$ cat src/rtl/cartesian_issue_sched_pkg.sv
// rtl/cartesian_issue_sched_pkg.sv - shared defaults and FSM state encoding for the issue scheduler
// Purpose: lane/Kc default sizes and the scheduler state type, imported by
//          cartesian_issue_sched and lane_mask_gen.
// Ports:   none (package).
package cartesian_issue_sched_pkg;

  // Datapath geometry defaults (activation lanes, weight lanes, Kc grouping).
  localparam int DEF_I      = 4;
  localparam int DEF_F      = 4;
  localparam int DEF_KC     = 4;
  localparam int DEF_MAX_NZ = 256;
  localparam int DEF_MAX_KG = 16;
  localparam int DEF_DRAIN  = 2;

  typedef enum logic [2:0] {
    ST_IDLE    = 3'd0,
    ST_RESTART = 3'd1,
    ST_EXEC    = 3'd2,
    ST_KSWITCH = 3'd3,
    ST_DRAIN   = 3'd4,
    ST_DONE    = 3'd5
  } state_t;

endpackage

$ cat src/rtl/cartesian_issue_sched_lane_mask_gen.sv
// rtl/cartesian_issue_sched_lane_mask_gen.sv - lane-valid mask for one operand group
// Purpose: mask bit n is set when lane n of group grp holds a real element,
//          i.e. grp*LANES + n < count.
// Ports:   count (total nonzero elements), grp (current group index),
//          mask (LANES-wide lane-valid output).
module lane_mask_gen
  import cartesian_issue_sched_pkg::*;
#(
  parameter int LANES = DEF_I,
  parameter int CW    = 9,
  parameter int GW    = 9
) (
  input  logic [CW-1:0]    count,
  input  logic [GW-1:0]    grp,
  output logic [LANES-1:0] mask
);

  // 32-bit arithmetic keeps grp*LANES+n from wrapping for any legal size.
  always_comb begin
    mask = '0;
    for (int n = 0; n < LANES; n++) begin
      mask[n] = ((32'(grp) * 32'(LANES)) + 32'(n)) < 32'(count);
    end
  end

endmodule

$ cat src/rtl/cartesian_issue_sched.sv
// rtl/cartesian_issue_sched.sv - Cartesian-product issue scheduler for a sparse I x F multiplier array
// Purpose: walks Kc group (outer), activation group, weight group (inner),
//          issuing one I x F product per non-stalled EXEC cycle.
// Ports:   clk, rst_n (async active-low)
//          start, num_act, num_wt, num_kg  - tile launch and sizes (latched at start)
//          ds_stall                        - downstream backpressure
//          stall, decode_restart, next_a   - decoder/datapath control
//          first_Ex_state_cycle, K_changing- Kc group boundary markers
//          act_mask, wt_mask, issue_valid  - issue qualifiers
//          busy, done                      - status
module cartesian_issue_sched
  import cartesian_issue_sched_pkg::*;
#(
  parameter int I      = DEF_I,
  parameter int F      = DEF_F,
  parameter int MAX_NZ = DEF_MAX_NZ,
  parameter int MAX_KG = DEF_MAX_KG,
  parameter int DRAIN  = DEF_DRAIN
) (
  input  logic                        clk,
  input  logic                        rst_n,
  input  logic                        start,
  input  logic [$clog2(MAX_NZ):0]     num_act,
  input  logic [$clog2(MAX_NZ):0]     num_wt,
  input  logic [$clog2(MAX_KG):0]     num_kg,
  input  logic                        ds_stall,
  output logic                        stall,
  output logic                        decode_restart,
  output logic                        next_a,
  output logic                        first_Ex_state_cycle,
  output logic                        K_changing,
  output logic [I-1:0]                act_mask,
  output logic [F-1:0]                wt_mask,
  output logic                        issue_valid,
  output logic                        busy,
  output logic                        done
);

  localparam int NW = $clog2(MAX_NZ) + 1;
  localparam int KW = $clog2(MAX_KG) + 1;
  localparam int DW = $clog2(DRAIN + 1) + 1;

  localparam logic [NW:0] I_W  = (NW + 1)'(I);
  localparam logic [NW:0] F_W  = (NW + 1)'(F);
  localparam logic [NW:0] I_M1 = (NW + 1)'(I - 1);
  localparam logic [NW:0] F_M1 = (NW + 1)'(F - 1);

  state_t          state;
  logic [NW-1:0]   act_cnt, wt_cnt;   // latched element counts
  logic [NW-1:0]   ag_num, wg_num;    // latched group counts
  logic [KW-1:0]   kg_num;
  logic [NW-1:0]   ag, wg;
  logic [KW-1:0]   kc;
  logic [DW-1:0]   dcnt;

  logic [NW:0]     act_sum, wt_sum;
  logic [NW-1:0]   act_grps, wt_grps;
  logic            empty_tile;
  logic            wg_last, ag_last, kc_last, in_exec;
  logic [I-1:0]    act_mask_raw;
  logic [F-1:0]    wt_mask_raw;

  // Group counts are ceil(count/lanes); one extra bit absorbs the rounding add.
  assign act_sum    = {1'b0, num_act} + I_M1;
  assign wt_sum     = {1'b0, num_wt} + F_M1;
  assign act_grps   = NW'(act_sum / I_W);
  assign wt_grps    = NW'(wt_sum / F_W);
  assign empty_tile = (num_act == '0) || (num_wt == '0) || (num_kg == '0);

  assign in_exec = (state == ST_EXEC);
  assign wg_last = (wg == wg_num - NW'(1));
  assign ag_last = (ag == ag_num - NW'(1));
  assign kc_last = (kc == kg_num - KW'(1));

  // All outputs decode from registered state, so freezing the registers
  // under stall freezes every output except stall itself.
  assign busy                 = (state != ST_IDLE);
  assign stall                = busy & ds_stall;
  assign done                 = (state == ST_DONE);
  assign decode_restart       = (state == ST_RESTART) || (state == ST_KSWITCH);
  assign issue_valid          = in_exec;
  assign next_a               = in_exec & wg_last;
  assign K_changing           = in_exec & wg_last & ag_last;
  assign first_Ex_state_cycle = in_exec & (ag == '0) & (wg == '0);
  assign act_mask             = act_mask_raw & {I{in_exec}};
  assign wt_mask              = wt_mask_raw & {F{in_exec}};

  lane_mask_gen #(.LANES(I), .CW(NW), .GW(NW)) u_act_mask (
    .count (act_cnt),
    .grp   (ag),
    .mask  (act_mask_raw)
  );

  lane_mask_gen #(.LANES(F), .CW(NW), .GW(NW)) u_wt_mask (
    .count (wt_cnt),
    .grp   (wg),
    .mask  (wt_mask_raw)
  );

  always_ff @(posedge clk or negedge rst_n) begin
    if (!rst_n) begin
      state   <= ST_IDLE;
      act_cnt <= '0;
      wt_cnt  <= '0;
      ag_num  <= '0;
      wg_num  <= '0;
      kg_num  <= '0;
      ag      <= '0;
      wg      <= '0;
      kc      <= '0;
      dcnt    <= '0;
    end else if (!stall) begin
      case (state)
        ST_IDLE: begin
          if (start) begin
            act_cnt <= num_act;
            wt_cnt  <= num_wt;
            ag_num  <= act_grps;
            wg_num  <= wt_grps;
            kg_num  <= num_kg;
            ag      <= '0;
            wg      <= '0;
            kc      <= '0;
            dcnt    <= '0;
            state   <= empty_tile ? ST_DONE : ST_RESTART;
          end
        end
        ST_RESTART: state <= ST_EXEC;
        ST_EXEC: begin
          if (wg_last) begin
            wg <= '0;
            if (ag_last) begin
              state <= kc_last ? ST_DRAIN : ST_KSWITCH;
            end else begin
              ag <= ag + NW'(1);
            end
          end else begin
            wg <= wg + NW'(1);
          end
        end
        ST_KSWITCH: begin
          kc    <= kc + KW'(1);
          ag    <= '0;
          wg    <= '0;
          state <= ST_EXEC;
        end
        ST_DRAIN: begin
          // Covers in-flight products in the crossbar/accumulator pipeline.
          if ((32'(dcnt) + 32'd1) >= 32'(DRAIN)) begin
            state <= ST_DONE;
          end else begin
            dcnt <= dcnt + DW'(1);
          end
        end
        ST_DONE: begin
          dcnt  <= '0;
          state <= ST_IDLE;
        end
        default: state <= ST_IDLE;
      endcase
    end
  end

endmodule

$ cat config.mk
export PLATFORM = sky130hd
export DESIGN_NAME = cartesian_issue_sched
export DESIGN_NICKNAME = d
export VERILOG_FILES = /design/src/rtl/cartesian_issue_sched_pkg.sv /design/src/rtl/cartesian_issue_sched_lane_mask_gen.sv /design/src/rtl/cartesian_issue_sched.sv
export SDC_FILE = /design/constraint.sdc
export NUM_CORES = 1
export LEC_CHECK = 0
export BUFFER_PORTS_ARGS = -buffer_cell sky130_fd_sc_hd__buf_4
export CORE_UTILIZATION = 60
export DETAILED_ROUTE_END_ITERATION = 12
export GPL_TIMING_DRIVEN = 0
export HOLD_SLACK_MARGIN = 0.15
export PLACE_DENSITY_LB_ADDON = 0.15
export SLEW_MARGIN = 20
export SYNTH_ARGS = -nofsm -noshare
export SYNTH_HDL_FRONTEND = slang
export SYNTH_SLANG_ARGS = --single-unit
$ cat constraint.sdc
create_clock -name clk -period 3.2 [get_ports clk]
set_input_delay 0.64 -clock clk [delete_from_list [all_inputs] [get_ports clk]]
set_output_delay 0.64 -clock clk [all_outputs]
set_load 0.05 [all_outputs]
# Word-level counts from Yosys, hierarchy flattened
# Cells that the tools add are included.
[classes]
n_reduce_logical = 20
n_eq_ne = 14
n_mux = 18
n_addsub = 16
n_bitwise = 8
magnitude_cmp = 9
[op_table]
columns = ["operator", "n"]
rows = [
  ["$lt 32x9->1", 6],
  ["$pmux 9 s3", 2],
  ["$add 11x2->12 const B", 4],
  ["$logic_not 9->1", 4],
  ["$mux 9", 4],
  ["$add 11x1->12 const B", 2],
  ["$mux 3", 8],
  ["$lt 11x9->1", 2],
  ["$add 9x2->10 const B", 2],
  ["$add 9x1->9 const B", 2],
  ["$eq 9x9->1", 2],
  ["$sub 8x1->9 const B", 2],
  ["$ne 2x2->1 const B", 6],
  ["$pmux 3 s4", 1],
  ["$pmux 5 s2", 1],
  ["$reduce_and 5->1", 2],
  ["$pmux 3 s3", 1],
  ["$reduce_and 3->1", 3],
  ["$reduce_bool 3->1", 3],
  ["$and 4x4->4", 2],
  ["$eq 3x2->1 const B", 2],
  ["$eq 3x3->1 const B", 2],
  ["$add 5x1->5 const B", 1],
  ["$and 1x1->1", 5],
  ["14 further kinds", 16],
]
[totals]
elab_cells = 95
in_bits = 27
out_inout_bits = 16
ff_bits = 68

# Longest topological paths before layout
# Gate-level depths: netlist of run 1.
[logic_depth]
depth_word = 6
mapped_depth = 11

# Hierarchy
# Synthesis of run 1 repeated with hierarchy kept, for this count alone.
[unflattened]
cells_unflattened = 575
area_unflattened_um2 = 4717.0
[by_module_without_submodules]
columns = ["module", "n_inst", "area_per_inst_um2", "cells_each"]
rows = [
  ["cartesian_issue_sched", 1, 4116.4, 485],
  ["lane_mask_gen", 2, 300.3, 45],
]

# Least setup slack after synthesis of run 1
# Ideal clock, no wire load.
[synth_path]
path_type = "reg-to-output"
from = "register state[1]"
to = "output port act_mask[3]"
path_stages_with_launch = 6
t_required_ns = 2.560
arrival_ns = 2.747
slack_ns = -0.187
path_cell_list = "dfrtp_1 > clkbuf_1 > nand2_1 > inv_1 > nand2_1 > a311oi_1"
[synth_via]
elab_chain_cells = 2
[synth_lines]
columns = ["element", "line", "source"]
rows = [
  ["start, declared", "cartesian_issue_sched.sv:48", "state_t state;"],
  ["start signal, assigned", "cartesian_issue_sched.sv:125", "state <= empty_tile ? ST_DONE : ST_RESTART;"],
  ["start signal, assigned", "cartesian_issue_sched.sv:133", "state <= kc_last ? ST_DRAIN : ST_KSWITCH;"],
  ["$eq 3x2->1", "cartesian_issue_sched.sv:70", "assign in_exec = (state == ST_EXEC);"],
  ["named net issue_valid", "cartesian_issue_sched.sv:34", "output logic issue_valid,"],
  ["$and 4x4->4", "cartesian_issue_sched.sv:85", "assign act_mask = act_mask_raw & {I{in_exec}};"],
  ["end, declared", "cartesian_issue_sched.sv:32", "output logic [I-1:0] act_mask,"],
]
# The timed path passes the listed nets, and every way through them passes these cells.

# Worst setup path after layout of run 1
[layout_path]
from = "register wg_num[0]"
to = "output port K_changing"
[layout_via]
elab_chain_cells = 4
[layout_lines]
columns = ["element", "line", "source"]
rows = [
  ["start, declared", "cartesian_issue_sched.sv:50", "logic [NW-1:0] ag_num, wg_num;"],
  ["start signal, assigned", "cartesian_issue_sched.sv:119", "wg_num <= wt_grps;"],
  ["$sub 8x1->9", "cartesian_issue_sched.sv:71", "assign wg_last = (wg == wg_num - NW'(1));"],
  ["$eq 9x9->1", "cartesian_issue_sched.sv:71", ""],
  ["$and 1x1->1 (2 in series)", "cartesian_issue_sched.sv:83", "assign K_changing = in_exec & wg_last & ag_last;"],
  ["end, declared", "cartesian_issue_sched.sv:31", "output logic K_changing,"],
]
# No other way between the ends.

==> results.sh, run 1 <==
export IMPL_hpwl_mm=8.75
export IMPL_drive_above_1_share_pct=14.8
export IMPL_finalSetupTns_ns=-0.0188
export IMPL_tritoncts="done"
export IMPL_drt_pass1_iterations=7
export IMPL_via_per_inst=6.04
export IMPL_portBuffers=42
export IMPL_synth_area_um2=4590
export IMPL_crit_type="flip-flop to output pin"
export IMPL_synth_edf_count=0
export IMPL_ir_worst_vdd_v=0.000454
export IMPL_ys_top_cells_by_count="nand2_1 (83), dfrtp_1 (68), o21ai_0 (65)"
export IMPL_synth_seq_cells=68
export IMPL_timing_rr_start="wg_num[0]"
export IMPL_async_reset_ff_share_pct=100
export IMPL_routed_wl_mm=12.3
export IMPL_cts_made_buffers=9
export IMPL_crit_path_end="K_changing"
export IMPL_violations="setup timing"
export IMPL_hold_class="input port to asynchronous set/reset pin"
export IMPL_clock_fmax_mhz=311
export IMPL_syn_num_nets=608
export IMPL_ys_seq_area_share_pct=37.1
export IMPL_grt_overflow=0
export IMPL_grt_usage_pct=32.6
export IMPL_grt_max_degree=69
export IMPL_critPathLaunchType="flip-flop"
export IMPL_status="finished, violations left"
export IMPL_ios=43
export IMPL_drt_iter0_drc=392
export IMPL_clockBufferDepth=2
export IMPL_ant_nets=0
export IMPL_antenna_found_initial=0
export IMPL_leakage_uw=0.00244
export IMPL_h_tree_depth=3
export IMPL_die_w_um=89.5
export IMPL_fp_dieArea_um2=8000
export IMPL_clock_latency_ns=0.35
export IMPL_die_h_um=89.5
export IMPL_crit_fanout=8
export IMPL_nNetsFinal=668
export IMPL_num_rows=31
export IMPL_finalHoldViolCount=0
export IMPL_post_route_period_util_pct=101
export IMPL_finalSetupViolations=1
export IMPL_vias=4341
export IMPL_worst_r2r_endpoint="wg[6]"
export IMPL_drt_wirelength_per_cell_um=17.1
export IMPL_slew_headroom_pct=40.0
export IMPL_grt_pass1_wl_mm=19.4
export IMPL_cp_startpoint="wg_num[0]"
export IMPL_ys_flop_type="dfrtp_1"
export IMPL_cp_end_kind="output pin"
export IMPL_ys_types=60
export IMPL_syn_to_final_growth_pct=17.4
export IMPL_finalClockSkew_ns=0.0101
export IMPL_synth_top_area_share_pct=37.1
export IMPL_tightestPinTransition_ns=0.900
export IMPL_synth_area_leaders="dfrtp_1 (37%), ha_1 (7.1%), o21ai_0 (7.1%)"
export IMPL_synth_top_cell_by_area="dfrtp_1"
export IMPL_routabilityCongestion=0.915
export IMPL_place_worst_setup_slack_ns=0.312
export IMPL_arrival_ns=2.58
export IMPL_root_buffer="clkbuf_8"
export IMPL_grt_pass1_vias=3981
export IMPL_drv_slew=0
export IMPL_period_minus_slack_ns=3.22
export IMPL_setup_ws_ns=-0.0188
export IMPL_synth_area_per_cell_um2=8.27
export IMPL_coreArea_um2=7330
export IMPL_clkSlewWorstSetupHoldPaths_ns=0.08
export IMPL_cap_violations=0
export IMPL_drcViolationCount=0
export IMPL_syn_inst=555
export IMPL_powerDensity_nw_per_um2=774
export IMPL_regToRegSetupSlack_ns=0.27
export IMPL_clock_sinks=68
export IMPL_diodes=0
export IMPL_r2r_cells=12
export IMPL_yosysMostFrequentCell="nand2_1"
export IMPL_cp_data_required_time_ns=2.56
export IMPL_yosys_warnings=0
export IMPL_rsz0062_at_grt="yes"
export IMPL_initial_core_util_pct=62.6
## how the worst min path moves through the flow
| stage | start | end | cells after the start |
|---|---|---|---|
| 4_1_cts | rst_n | act_cnt[2] | 1 |
| 3_3_place_gp | kg_num[4] | kg_num[4] | 2 |
| 6_report | rst_n | ag_num[1] | 1 |
| 5_1_grt | rst_n | ag_num[7] | 1 |
| 3_5_place_dp | wt_cnt[0] | wt_cnt[0] | 2 |
| 2_1_floorplan | rst_n | act_cnt[0] | 0 |
## per-stage QoR
| step | hold WS [ns] | util [%] | area, um2 | instances | total power (uW) |
|---|---|---|---|---|---|
| after floorplan | 0.344 | - | 4600 | 555 | 2710 |
| after global placement | 0.484 | 68.7 | 5040 | 696 | 3070 |
| after detailed placement | 0.489 | 68.7 | 5040 | 696 | 3170 |
| after CTS | 0.450 | 72.2 | 5300 | 712 | 4060 |
| after global routing | 0.480 | 73.5 | 5390 | 719 | 4460 |
| final | 0.402 | 73.5 | 5390 | 719 | 4170 |
## area by class of cell
cell class / instances / area, um2
multi-input cells: 426 / 2690
inverters: 42 / 158
well taps: 99 / 124
repair buffers: 49 / 379
clock inverters: 6 / 111
clock buffers: 10 / 128
flip-flops and latches: 68 / 1700
plain buffers: 19 / 95.1
fillers: 558 / 1940
## kinds of logic after synthesis
family,share of synthesized area (%)
xor+xnor,7.90
compound gates,15.9
mux,0.218
simple gates,26.4
buf+inv,5.40
fa+ha+maj,7.09
flops,37.1
## placed cells by master (no fill, tap or decap), types with 3 or more instances in the layout
cell type	count
nand3_1	16
a32o_1	4
or3_1	10
clkbuf_8	9
bufinv_16	3
a21oi_1	22
nor3b_1	3
clkbuf_1	12
and3_1	4
nor4_1	7
nor2b_1	6
buf_4	47
nor2_1	37
inv_1	42
xnor2_1	18
xor2_1	18
and2_1	6
ha_1	25
nor3_1	21
or2_2	5
nand2b_1	7
nor4b_1	3
or4_1	3
a21o_1	3
nand2_1	82
o31ai_1	7
dfrtp_1	67
o21ai_0	65
nand4b_1	3
nand4_1	13
buf_2	3
## power breakdown
group	total [uW]	internal (uW)	switching (uW)
clock	867	520	348
combinational	1870	809	1060
sequential	1440	1130	305
## registers in the layout (all words and copies together) (netlist names)
name and count:
wg_num 8, dcnt 3, kc 5, wt_cnt 9
ag 9, wg 9, act_cnt 9, kg_num 5
ag_num 8, state 3
## routing by layer
| metal | GRT usage (%) | vias up | wire (um) |
|---|---|---|---|
| li1 | - | 2060 | - |
| met1 | 43.9 | 2053 | 5310 |
| met2 | 51.7 | 197 | 5700 |
| met3 | 6.74 | 31 | 955 |
| met4 | 12.8 | 0 | 362 |
| met5 | 0 | - | 0 |
## repair_timing
item	CTS	global route
setup buffers	0	7
cloned	0	0
setup endpoints to repair	3	9
gates resized for setup	4	12
hold buffers	0	0
pin swaps	0	4
endpoints found under the hold margin	0	0
## critical path: stages, from the launching register on
cell and delay [ns]:
dfrtp_2 0.43, inv_1 0.09, ha_2 0.18, nor3b_4 0.28
xnor2_2 0.15, nor4b_2 0.32, o221a_2 0.25, buf_8 0.13
nand3_4 0.09, nor2_4 0.15, buf_8 0.16
(Power assumes the default switching activity.)
==> run 2, diff against run 1 <==
--- a/config.mk
+++ b/config.mk
@@ -6,10 +6,10 @@
 export NUM_CORES = 1
 export LEC_CHECK = 0
 export BUFFER_PORTS_ARGS = -buffer_cell sky130_fd_sc_hd__buf_4
-export CORE_UTILIZATION = 60
+export CORE_UTILIZATION = 65
+export CTS_CLUSTER_DIAMETER = 100
 export DETAILED_ROUTE_END_ITERATION = 12
 export GPL_TIMING_DRIVEN = 0
-export HOLD_SLACK_MARGIN = 0.15
 export PLACE_DENSITY_LB_ADDON = 0.15
 export SLEW_MARGIN = 20
 export SYNTH_ARGS = -nofsm -noshare
==> constraint.sdc (replaced) <==
create_clock -name clk -period 3.8 [get_ports clk]
set_input_delay 0.76 -clock clk [delete_from_list [all_inputs] [get_ports clk]]
set_output_delay 0.76 -clock clk [all_outputs]
set_load 0.05 [all_outputs]
==> results.sh, run 2 (same netlist as run 1, synthesis figures left out) <==
export IMPL_vias=4309
export IMPL_cp_end_kind="output pin"
export IMPL_die_h_um=86.0
export IMPL_period_minus_slack_ns=3.45
export IMPL_cp_data_required_time_ns=3.04
export IMPL_portBuffers=42
export IMPL_worst_r2r_endpoint="wg[6]"
export IMPL_drt_wirelength_per_cell_um=16.8
export IMPL_regToRegSetupSlack_ns=1.07
export IMPL_crit_fanout=10
export IMPL_die_w_um=86.0
export IMPL_routabilityCongestion=0.917
export IMPL_grt_overflow=0
export IMPL_regArea_um2=1700
export IMPL_multi_input_area_um2=2640
export IMPL_r2r_cells=10
export IMPL_setup_ws_ns=0.345
export IMPL_grt_pass1_wl_mm=19.0
export IMPL_coreArea_um2=6790
export IMPL_nNetsFinal=661
export IMPL_grt_usage_pct=33.8
export IMPL_tightestPinTransition_ns=0.884
export IMPL_drv_slew=0
export IMPL_h_tree_depth=3
export IMPL_arrival_ns=2.69
export IMPL_status="finished, final reports clean"
export IMPL_drt_pass1_iterations=5
export IMPL_drcViolationCount=0
export IMPL_num_rows=30
export IMPL_grt_pass1_vias=3990
export IMPL_cts_resized=0
export IMPL_powerDensity_nw_per_um2=619
export IMPL_finalSetupTns_ns=0
export IMPL_antenna_found_initial=0
export IMPL_rsz0062_at_grt="no"
export IMPL_final_cell_mix="nand2_1 (83), dfrtp_1 (68), o21ai_0 (65), inv_1 (42), buf_4 (42)"
export IMPL_initial_core_util_pct=67.6
export IMPL_post_route_period_util_pct=90.9
export IMPL_clock_latency_ns=0.35
export IMPL_leakage_uw=0.00235
export IMPL_timing_rr_start="wg_num[0]"
export IMPL_crit_path_end="K_changing"
export IMPL_root_buffer="clkbuf_8"
export IMPL_grt_max_degree=69
export IMPL_cp_startpoint="wg_num[0]"
export IMPL_clock_sinks=68
export IMPL_cts_made_buffers=9
export IMPL_ios=43
export IMPL_ant_nets=0
export IMPL_syn_to_final_growth_pct=12.9
export IMPL_drive_above_1_share_pct=11.9
export IMPL_drt_iter0_drc=400
export IMPL_critPathLaunchType="flip-flop"
export IMPL_crit_type="flip-flop to output pin"
export IMPL_clock_fmax_mhz=289
export IMPL_fillCellCount=515
export IMPL_post_cts_buffers=0
export IMPL_diodes=0
export IMPL_slew_headroom_pct=41.1
export IMPL_place_worst_setup_slack_ns=0.771
export IMPL_fp_dieArea_um2=7400
export IMPL_hold_depth=2
export IMPL_hpwl_mm=8.76
export IMPL_clkSlewWorstSetupHoldPaths_ns=0.07
export IMPL_finalClockSkew_ns=0.00885
export IMPL_cap_violations=0
export IMPL_tritoncts="done"
export IMPL_cts_hold_buf=0
export IMPL_finalSetupViolations=0
export IMPL_clockBufferDepth=2
export IMPL_final_common_cell="nand2_1"
export IMPL_routed_wl_mm=11.9
export IMPL_ir_worst_vdd_v=0.000426
export IMPL_via_per_inst=6.09
export IMPL_finalHoldViolCount=0
export IMPL_hold_class="flip-flop to flip-flop"
## run 2: cell count changes in the layout (fill, tap and decap cells not counted), moves of 2 or more
cell       previous run  this run
buf_8                 2         0
bufinv_16             3         0
clkbuf_1             12        14
buf_4                47        42
## run 2: metrics by stage
step	utilization (%)	power (uW)	hold WS (ns)	area, um2	std cells
after floorplan	-	2280	0.459	4590	555
after global routing	76.3	3440	0.534	5180	707
after CTS	76.3	3190	0.512	5180	707
after global placement	74.0	2580	0.484	5030	693
after detailed placement	74.0	2670	0.494	5030	693
final	76.3	3210	0.508	5180	707
## run 2: power by group
group	internal, uW	total, uW	switching [uW]
clock	247	521	274
sequential	954	1210	259
combinational	636	1470	837
total	1840	3210	1370
## run 2: how the worst min path moves through the flow
stage / startpoint / end / slack [ns]
detailed placement: kg_num[4] / kg_num[4] / 0.49
finish: kg_num[4] / kg_num[4] / 0.51
floorplan: rst_n / act_cnt[0] / 0.46
CTS: kg_num[4] / kg_num[4] / 0.51
global placement: kg_num[4] / kg_num[4] / 0.48
global route: wt_cnt[0] / wt_cnt[0] / 0.53
## run 2: layout make-up
| class | count | share of cell area, % |
|---|---|---|
| Multi-Input combinational cell | 426 | 51.0 |
| Sequential cell | 68 | 32.8 |
| Timing Repair Buffer | 42 | 6.08 |
| Inverter | 42 | 3.04 |
| Clock buffer | 12 | 2.80 |
| Tap cell | 96 | 2.32 |
| Buffer | 19 | 1.74 |
| Clock inverter | 2 | 0.241 |
## run 2: layer usage
metal  track usage, %  part of all wire, %
met5                0                    0
met4             14.7                  2.8
met3             5.29                  6.9
met2             52.4                   47
met1             47.1                   44
## run 2: critical path, stage by stage, from the launching register on
cell	delay (ns)
dfrtp_1	0.42
inv_1	0.10
ha_1	0.23
xnor3_1	0.36
nand3_1	0.08
nor4_1	0.23
o221a_2	0.25
buf_6	0.16
nand3_1	0.13
nor2_1	0.16
buf_4	0.23
